===== config.mk =====
export PLATFORM = sky130hd
export DESIGN_NAME = mc_decoder
export DESIGN_NICKNAME = d
export VERILOG_FILES = /design/src/rtl/ctrl_pkg.sv /design/src/rtl/mc_decoder_alu_dec.sv /design/src/rtl/mc_decoder.sv
export SDC_FILE = /design/constraint.sdc
export NUM_CORES = 1
export LEC_CHECK = 0
export CAP_MARGIN = 40
export CORE_MARGIN = 1.5
export CORE_UTILIZATION = 34
export CTS_CLUSTER_SIZE = 25
export DETAILED_ROUTE_END_ITERATION = 6
export PLACE_DENSITY = 0.73
export SYNTH_ARGS = -nofsm -noshare
export SYNTH_HDL_FRONTEND = slang
export SYNTH_HIERARCHICAL = 1
export SYNTH_SLANG_ARGS = --single-unit

===== constraint.sdc =====
create_clock -name clk -period 1.6 [get_ports clk]
set_input_delay 0.24 -clock clk [delete_from_list [all_inputs] [get_ports clk]]
set_output_delay 0.24 -clock clk [all_outputs]
set_load 0.01 [all_outputs]

===== src/rtl/ctrl_pkg.sv =====
// ctrl_pkg: shared encodings for the multicycle control unit.
//   state_t        : Moore FSM states of mc_decoder
//   ALU_*          : ALUControl codes
//   RES_*          : ResultSrc mux encodings
//   SRCB_*         : ALUSrcB mux encodings
//   OP_*           : instruction Op field classes
package ctrl_pkg;

    typedef enum logic [3:0] {
        FETCH    = 4'd0,
        DECODE   = 4'd1,
        MEMADR   = 4'd2,
        MEMREAD  = 4'd3,
        MEMWB    = 4'd4,
        MEMWRITE = 4'd5,
        EXECR    = 4'd6,
        EXECI    = 4'd7,
        ALUWB    = 4'd8,
        BRANCH   = 4'd9
    } state_t;

    localparam logic [1:0] ALU_ADD = 2'b00;
    localparam logic [1:0] ALU_SUB = 2'b01;
    localparam logic [1:0] ALU_AND = 2'b10;
    localparam logic [1:0] ALU_ORR = 2'b11;

    localparam logic [1:0] RES_ALUOUT    = 2'b00;
    localparam logic [1:0] RES_READDATA  = 2'b01;
    localparam logic [1:0] RES_ALURESULT = 2'b10;

    localparam logic [1:0] SRCB_REG  = 2'b00;
    localparam logic [1:0] SRCB_IMM  = 2'b01;
    localparam logic [1:0] SRCB_FOUR = 2'b10;

    localparam logic [1:0] OP_DP   = 2'b00;
    localparam logic [1:0] OP_MEM  = 2'b01;
    localparam logic [1:0] OP_BR   = 2'b10;
    localparam logic [1:0] OP_NONE = 2'b11;

endpackage


===== src/rtl/mc_decoder_alu_dec.sv =====
// alu_dec: combinational ALU operation and flag-write decode.
//   active_i        in  1  decode enabled (EXECR/EXECI only)
//   funct_i         in  5  instruction Funct[4:0] (cmd in [4:1], S bit in [0])
//   alu_control_o   out 2  ALU operation code
//   flag_w_o        out 2  [1]=NZ write, [0]=CV write (unconditioned)
module alu_dec
    import ctrl_pkg::*;
(
    input  logic       active_i,
    input  logic [4:0] funct_i,
    output logic [1:0] alu_control_o,
    output logic [1:0] flag_w_o
);

    always_comb begin
        alu_control_o = ALU_ADD;
        flag_w_o      = 2'b00;
        if (active_i) begin
            case (funct_i[4:1])
                4'b0100: begin
                    alu_control_o = ALU_ADD;
                    flag_w_o      = {funct_i[0], funct_i[0]};
                end
                4'b0010: begin
                    alu_control_o = ALU_SUB;
                    flag_w_o      = {funct_i[0], funct_i[0]};
                end
                // Logical ops never touch C/V.
                4'b0000: begin
                    alu_control_o = ALU_AND;
                    flag_w_o      = {funct_i[0], 1'b0};
                end
                4'b1100: begin
                    alu_control_o = ALU_ORR;
                    flag_w_o      = {funct_i[0], 1'b0};
                end
                // Unrecognised command: harmless ADD, no flag update.
                default: begin
                    alu_control_o = ALU_ADD;
                    flag_w_o      = 2'b00;
                end
            endcase
        end
    end

endmodule


===== src/rtl/mc_decoder.sv =====
// mc_decoder: multicycle control unit (Moore FSM). Produces the
// unconditioned write strobes consumed by the conditional-logic block plus
// all datapath mux/enable controls. Outputs are combinational from state
// and the instruction fields, which are held stable by the IR.
//   clk, reset       in   clock / synchronous active-low reset
//   Op, Funct, Rd    in   instruction fields [27:26], [25:20], [15:12]
//   PCS, RegW, MemW, FlagW   out  write strobes (forced 0 during reset)
//   NextPC, IRWrite          out  PC increment / IR load enables
//   AdrSrc, ResultSrc, ALUSrcA, ALUSrcB, ALUControl  out  datapath selects
//   ImmSrc, RegSrc           out  pure functions of Op
//
// Handshake: none. Each strobe is a single-cycle pulse, at most one per
// instruction; downstream samples it on the rising edge it accompanies.
module mc_decoder
    import ctrl_pkg::*;
(
    input  logic       clk,
    input  logic       reset,
    input  logic [1:0] Op,
    input  logic [5:0] Funct,
    input  logic [3:0] Rd,
    output logic       PCS,
    output logic       RegW,
    output logic       MemW,
    output logic [1:0] FlagW,
    output logic       NextPC,
    output logic       IRWrite,
    output logic       AdrSrc,
    output logic [1:0] ResultSrc,
    output logic       ALUSrcA,
    output logic [1:0] ALUSrcB,
    output logic [1:0] ALUControl,
    output logic [1:0] ImmSrc,
    output logic [1:0] RegSrc
);

    state_t state_q, state_d;
    state_t out_state;
    logic   alu_active;
    logic   branch;
    logic   reg_w_raw, mem_w_raw, next_pc_raw, ir_write_raw;
    logic [1:0] flag_w_raw;

    always_ff @(posedge clk) begin
        if (!reset) state_q <= FETCH;
        else        state_q <= state_d;
    end

    always_comb begin
        state_d = FETCH;
        case (state_q)
            FETCH:    state_d = DECODE;
            DECODE: begin
                case (Op)
                    OP_MEM:  state_d = MEMADR;
                    OP_DP:   state_d = Funct[5] ? EXECI : EXECR;
                    OP_BR:   state_d = BRANCH;
                    default: state_d = FETCH;
                endcase
            end
            MEMADR:   state_d = Funct[0] ? MEMREAD : MEMWRITE;
            MEMREAD:  state_d = MEMWB;
            EXECR:    state_d = ALUWB;
            EXECI:    state_d = ALUWB;
            default:  state_d = FETCH;
        endcase
    end

    // During reset the selects show their FETCH values, so decode as FETCH
    // and then squash every strobe below.
    assign out_state  = reset ? state_q : FETCH;
    assign alu_active = (out_state == EXECR) || (out_state == EXECI);

    alu_dec u_alu_dec (
        .active_i      (alu_active),
        .funct_i       (Funct[4:0]),
        .alu_control_o (ALUControl),
        .flag_w_o      (flag_w_raw)
    );

    always_comb begin
        reg_w_raw    = 1'b0;
        mem_w_raw    = 1'b0;
        next_pc_raw  = 1'b0;
        ir_write_raw = 1'b0;
        branch       = 1'b0;
        AdrSrc       = 1'b0;
        ResultSrc    = RES_ALUOUT;
        ALUSrcA      = 1'b0;
        ALUSrcB      = SRCB_REG;
        case (out_state)
            FETCH: begin
                ALUSrcA      = 1'b1;
                ALUSrcB      = SRCB_FOUR;
                ResultSrc    = RES_ALURESULT;
                ir_write_raw = 1'b1;
                next_pc_raw  = 1'b1;
            end
            DECODE: begin
                ALUSrcA   = 1'b1;
                ALUSrcB   = SRCB_FOUR;
                ResultSrc = RES_ALURESULT;
            end
            MEMADR:   ALUSrcB = SRCB_IMM;
            MEMREAD:  AdrSrc  = 1'b1;
            MEMWRITE: begin
                AdrSrc    = 1'b1;
                mem_w_raw = 1'b1;
            end
            MEMWB: begin
                ResultSrc = RES_READDATA;
                reg_w_raw = 1'b1;
            end
            EXECR:    ALUSrcB = SRCB_REG;
            EXECI:    ALUSrcB = SRCB_IMM;
            ALUWB:    reg_w_raw = 1'b1;
            BRANCH: begin
                ALUSrcB   = SRCB_IMM;
                ResultSrc = RES_ALURESULT;
                branch    = 1'b1;
            end
            default: ;
        endcase
    end

    assign RegW    = reset & reg_w_raw;
    assign MemW    = reset & mem_w_raw;
    assign NextPC  = reset & next_pc_raw;
    assign IRWrite = reset & ir_write_raw;
    assign FlagW   = reset ? flag_w_raw : 2'b00;
    // A register write to R15 is a PC write.
    assign PCS     = reset & ((reg_w_raw & (Rd == 4'hF)) | branch);

    assign ImmSrc  = Op;
    assign RegSrc  = {Op == OP_MEM, Op == OP_BR};

endmodule


==> results of run 1 <==
## metal layers
metal,vias to the layer above,GRT usage [%],share of wire [%]
met5,-,0,0
met2,19,36.7,48
li1,337,-,-
met1,294,24.1,46
met4,0,10.0,0
met3,0,3.26,5.0
## worst max-delay path, cell delays in order, from the launching register on
cell,delay (ns)
dfxtp_2,0.32
and2b_2,0.21
and3_4,0.19
nand3b_1,0.11
a211oi_2,0.15
and2_1,0.13
buf_2,0.12
## worst paths after layout
kind / from / end
max: state_q[3]$_SDFF_PN0_ / FlagW[1]
min: state_q[0]$_SDFF_PN0_ / state_q[0]$_SDFF_PN0_
max reg2reg: state_q[3]$_SDFF_PN0_ / state_q[2]$_SDFF_PN0_
min reg2reg: state_q[0]$_SDFF_PN0_ / state_q[0]$_SDFF_PN0_
## area by class of cell
class	count	area (µm²)
Fill cell	118	347
Timing Repair Buffer	56	442
Multi-Input combinational cell	53	399
Tap cell	15	18.8
Clock buffer	3	22.5
Sequential cell	4	81.3
Inverter	2	7.51
## cells in the final DEF, fill, tap and decap left out, types with 2 or more instances in the layout
| cell | Yosys | layout |
|---|---|---|
| buf_4 | 3 | 21 |
| dlygate4sd2_1 | 0 | 12 |
| buf_2 | 4 | 11 |
| clkdlybuf4s50_1 | 0 | 6 |
| nor2b_1 | 5 | 5 |
| o21ai_0 | 3 | 3 |
| xnor2_1 | 3 | 3 |
| nor3_2 | 0 | 3 |
| clkbuf_4 | 0 | 3 |
| buf_6 | 1 | 3 |
| dfxtp_1 | 4 | 3 |
| inv_1 | 2 | 2 |
| nand2_1 | 3 | 2 |
| o31ai_1 | 2 | 2 |
| and2b_2 | 2 | 2 |
| and2_1 | 2 | 2 |
| nand2b_1 | 4 | 2 |
| a21oi_2 | 2 | 2 |
| nand2b_4 | 0 | 2 |
| nor2_1 | 3 | 2 |
| a21oi_1 | 2 | 2 |
| nor3_1 | 5 | 2 |
| dlymetal6s2s_1 | 0 | 2 |
| nand3b_1 | 2 | 2 |
## through the flow
stage | utilization [%] | TNS (ns) | setup slack (ns)
after floorplan | - | 0 | 0.0336
after global placement | 71.4 | -5.78 | -0.628
after detailed placement | 71.4 | -5.90 | -0.648
after CTS | 70.8 | -0.297 | -0.110
after global routing | 73.7 | -0.654 | -0.199
final | 73.7 | -0.281 | -0.110
## cell usage after synthesis (3+ instances only)
cell      instances  share of area [%]
nor3_1            5                5.1
buf_4             3                4.6
dfxtp_1           4                 16
nand2_1           3                2.3
buf_2             4                4.1
o21ai_0           3                3.1
nor2b_1           5                6.4
xnor2_1           3                5.4
nand2b_1          4                5.1
nor2_1            3                2.3
## timing repair
action                                  in CTS  in global routing
endpoints found under the setup margin      17                 13
hold buffers                                 0                  0
setup buffers                                0                  2
gates resized for setup                     62                 15
pin swaps                                    9                  1
## report_power, final
group / total, W / switching [W] / internal [W]
combinational: 0.000213 / 0.0000942 / 0.000119
sequential: 0.000113 / 0.00000558 / 0.000107
clock: 0.000124 / 0.0000397 / 0.0000838
## cell families (layout without fill, tap and decap cells)
| family | count (synthesis) | count (layout) |
|---|---|---|
| and+or+nand+nor | 35 | 35 |
| DFF | 4 | 4 |
| AOI/OAI and AO/OA | 14 | 14 |
| buffers and inverters | 10 | 61 |
| xor gates and xnor gates | 4 | 4 |
==> impl_metrics.ini, run 1 <==
[placement]
portBuffers = 32
place_congestion = 0.777
place_inst = 128
place_area_um2 = 941
dp_hpwl_um = 1200

[clocking]
cts_tree = done
cts_root_buf = clkbuf_4
ctsLongestPathBuffers = 2
clkTransAtPathRegs_ns = 0.04
cts.sink_count = 4
clock_latency_ns = 0.23
cts_inserted_buffers = 3
htreeDepth = 1

[drt]
route.detailed.drc = 0
vias = 650
vias_per_cell = 4.89
wire_per_inst_um = 11.9
ant_nets = 0
detailedRoute.firstPassIterationCount = 3
drtIter0Drc = 8
wl_um = 1590

[worst_setup_path]
cp-end-kind = output pin
rr_worst_depth = 6
required_ns = 1.36
startpoint_type = flip-flop
regToRegSetupSlack_ns = 0.45
crit_fanout = 2
arrival_ns = 1.47
crit_type = reg -> out

[timing]
min_period_ns = 1.71
rsz0062_at_grt = true
hold_violations = 0
tightest_slew_ns = 0.227
period_share_pct = 107
relSlewSlack_pct = 84.7
fmax_ghz = 0.585
holdWs_ns = 0.647
drv_slew = 0
setup_viol = 4
setup_ws_ns = -0.110
skew_ns = 0.000410

[synth]
syn_inst = 67
synth_area_um2 = 490
synthAdderAreaFrac_pct = 0
yosysSeqAreaShare_pct = 16.3
syn_area_per_cell_um2 = 7.32
synth-compound-area-share_pct = 19.6
ys_ff_latch = 4
synth_edf_count = 0
synthFlopType = dfxtp_1
synthMuxAreaShare_pct = 0
synth-xor-area-share_pct = 7.14
async_flop_share_pct = 0
synth_simple_gate_area_share_pct = 44.4
ys_warn_count = 6
synth_top_family_by_area = simple AND/OR/NAND/NOR gates
syn_nets = 81
ys_types = 32

[grt]
track_usage_pct = 20.9
grt_pass1_wl_um = 2280
grt_start_max_net_pins = 12
first_global_vias = 556
grt_overflow = 0
antenna_found_initial = 0

[final_layout]
regMostFlops = state_q
top_regs = state_q: 4 flops
nNetsFinal = 134
largest_reg_flops = 4
drive_gt1_share_pct = 45.8
antenna_cells = 0
final_cells = 133
areaGrowthSynthToFinish_pct = 98.0
final_cell_area_um2 = 971

[floorplan]
start_util_pct = 37.2
fp.dieH_um = 41.0
die_w_um = 41.0
die_area_um2 = 1680
num_io_pins = 33
core.rowCount = 13
core_area_um2 = 1320

[pwr]
power_leakage_nw = 0.465
power_density_nw_per_um2 = 463
peakVddDrop_v = 0.000288
total_power_w = 0.000450

[status]
status = finished, violations left
violations = negative setup slack

[min_path]
holdPathStages = 2
hp-class = reg -> reg

[job]
maxCapViolCount = 0
Power figures use the tool's default switching activity.
==> inputs of run 2 (changes only) <==
--- a/config.mk
+++ b/config.mk
@@ -5,12 +5,12 @@
 export SDC_FILE = /design/constraint.sdc
 export NUM_CORES = 1
 export LEC_CHECK = 0
-export CAP_MARGIN = 40
 export CORE_MARGIN = 1.5
-export CORE_UTILIZATION = 34
+export CORE_UTILIZATION = 37
 export CTS_CLUSTER_SIZE = 25
 export DETAILED_ROUTE_END_ITERATION = 6
-export PLACE_DENSITY = 0.73
+export PLACE_DENSITY = 0.79
+export SKIP_LAST_GASP = 1
 export SYNTH_ARGS = -nofsm -noshare
 export SYNTH_HDL_FRONTEND = slang
 export SYNTH_HIERARCHICAL = 1
==> constraint.sdc (replaced) <==
create_clock -name clk -period 2.05 [get_ports clk]
set_input_delay 0.3075 -clock clk [delete_from_list [all_inputs] [get_ports clk]]
set_output_delay 0.3075 -clock clk [all_outputs]
set_load 0.01 [all_outputs]
==> run 2 against run 1 <==
Effect of this change:
- the flow now finishes without violations
- setup slack improved by 0.14 ns
- power decreased by 26%
- cell count decreased by 8.3%
- die area decreased by 7.5%
- sequential power decreased by 19%
- non-clock buffer count decreased by 10
- register-to-register slack improved by 0.53 ns
- worst hold slack got worse by 0.11 ns
- clock skew about the same
- flip-flop and latch count unchanged
==> impl_metrics.ini, run 2 (same netlist as run 1, synthesis figures left out) <==
[drt]
detailedRoute.firstPassIterationCount = 4
wl_um = 1500
route.detailed.drc = 0
wire_per_inst_um = 12.3
ant_nets = 0
drtIter0Drc = 8
vias = 620
vias_per_cell = 5.08

[timing]
min_period_ns = 2.02
skew_ns = 0.000451
setup_tns_ns = 0
setup_viol = 0
period_share_pct = 98.6
fmax_ghz = 0.495
tightest_slew_ns = 0.252
rsz0062_at_grt = true
drv_slew = 0
hold_violations = 0
relSlewSlack_pct = 83.2

[floorplan]
fp.dieH_um = 39.4
die_w_um = 39.4
die_area_um2 = 1550
core.rowCount = 12
start_util_pct = 41.9
core_area_um2 = 1170
num_io_pins = 33

[final_layout]
drive_gt1_share_pct = 25.0
final_cell_area_um2 = 888
antenna_cells = 0
nNetsFinal = 124
layout_common_cells = clkdlybuf4s50_1, buf_4, nor2b_1, nor3_1, dlygate4sd2_1
areaGrowthSynthToFinish_pct = 81.1
final_common_cell = clkdlybuf4s50_1
regMostFlops = state_q
top_regs = state_q: 4 flops
largest_reg_flops = 4

[placement]
portBuffers = 32
place_area_um2 = 880
dp_hpwl_um = 1180
place_congestion = 0.751

[pwr]
total_power_w = 0.000331
peakVddDrop_v = 0.000355
p_int_w = 0.000233
pwr-share-clk_pct = 28.6
switching_share_pct = 29.5
seqPwrFrac_pct = 27.8
comb_power_share_pct = 43.6
power_leakage_nw = 0.407
power_density_nw_per_um2 = 372
power_switching_w = 0.0000976

[worst_setup_path]
rr_worst_depth = 5
crit_fanout = 2
cp-end-kind = output pin
arrival_ns = 1.71
required_ns = 1.74
startpoint_type = input port
crit_type = in -> out

[clocking]
ctsLongestPathBuffers = 2
htreeDepth = 1
clock_latency_ns = 0.23
cts_inserted_buffers = 3
cts_root_buf = clkbuf_4
cts.sink_count = 4
clkTransAtPathRegs_ns = 0.04
cts_tree = done

[grt]
antenna_found_initial = 0
grt_overflow = 0
track_usage_pct = 21.4
grt_pass1_wl_um = 2260
first_global_vias = 560
grt_start_max_net_pins = 11

[status]
status = finished, final reports clean

[min_path]
holdPathStages = 2
hp-class = reg -> reg

[job]
maxCapViolCount = 0
==> run 2: changes by cell type in the layout (fill, tap and decap cells not counted), moves of 3 or more <==
cell | before | now
buf_2 | 11 | 2
buf_4 | 21 | 14
buf_6 | 3 | 0
clkdlybuf4s50_1 | 6 | 20
dlygate4sd2_1 | 12 | 5
nor3_1 | 2 | 5
nor3_2 | 3 | 0
==> run 2: layer usage <==
| metal | routed length, µm | share of wire, % | track usage [%] | up-vias |
|---|---|---|---|---|
| met1 | 621 | 41 | 24.1 | 284 |
| met5 | 0 | 0 | 0 | - |
| met2 | 778 | 52 | 39.3 | 17 |
| met3 | 77 | 5.1 | 1.70 | 2 |
| met4 | 20 | 1.3 | 10.3 | 0 |
| li1 | - | - | - | 317 |
==> run 2: what timing repair did <==
item / 4_1_cts / 5_1_grt
endpoints found under the setup margin: 11 / 6
buffers inserted: 0 / 0
hold buffers: 0 / 0
pin swaps: 0 / 2
resized for setup: 19 / 6
==> run 2: cell type report <==
type                    instances  area (µm²)
repair buffers                 46         410
multi-input cells              53         349
fillers                       100         283
flip-flops and latches          4        81.3
clock buffers                   3        22.5
well taps                      14        17.5
inverters                       2        7.51
==> run 2: power by group through the flow <==
stage	Combinational [W]	Clock (W)	Sequential [W]
finish	0.000144	0.0000945	0.0000920
global route	0.000157	0.000104	0.0000928
global placement	0.000146	0	0.0000920
CTS	0.000145	0.0000988	0.0000921
floorplan	0.0000711	0	0.0000875
detailed placement	0.000149	0	0.0000930
==> run 2: final timing paths <==
| kind | from | end | slack (ns) |
|---|---|---|---|
| setup / recovery | reset | FlagW[0] | 0.03 |
| setup reg to reg | state_q[3]$_SDFF_PN0_ | state_q[2]$_SDFF_PN0_ | 0.98 |
| hold reg to reg | state_q[2]$_SDFF_PN0_ | state_q[3]$_SDFF_PN0_ | 0.54 |
| hold / removal | state_q[2]$_SDFF_PN0_ | state_q[3]$_SDFF_PN0_ | 0.54 |
==> run 2: critical path: stages <==
cell             delay, ns
clkdlybuf4s50_1       0.48
and2b_2               0.15
and3_1                0.18
nand3b_1              0.11
nor3_1                0.13
and2_1                0.14
clkdlybuf4s15_2       0.21
==> run 2: through the flow <==
stage	hold WS, ns	worst slack (ns)	util (%)	std cells
floorplan	0.474	0.416	-	67
global placement	0.552	-0.320	75.1	119
detailed placement	0.574	-0.347	75.1	119
CTS	0.539	-0.0830	76.2	122
global route	0.567	-0.0565	75.9	122
finish	0.541	0.0297	75.9	122
==> inputs of run 3 (changes only) <==
--- a/config.mk
+++ b/config.mk
@@ -11,6 +11,7 @@
 export DETAILED_ROUTE_END_ITERATION = 6
 export PLACE_DENSITY = 0.79
 export SKIP_LAST_GASP = 1
+export SLEW_MARGIN = 40
 export SYNTH_ARGS = -nofsm -noshare
 export SYNTH_HDL_FRONTEND = slang
 export SYNTH_HIERARCHICAL = 1
==> results of run 3 <==
No change in the layout: final DEF, timing and power equal those of run 2.
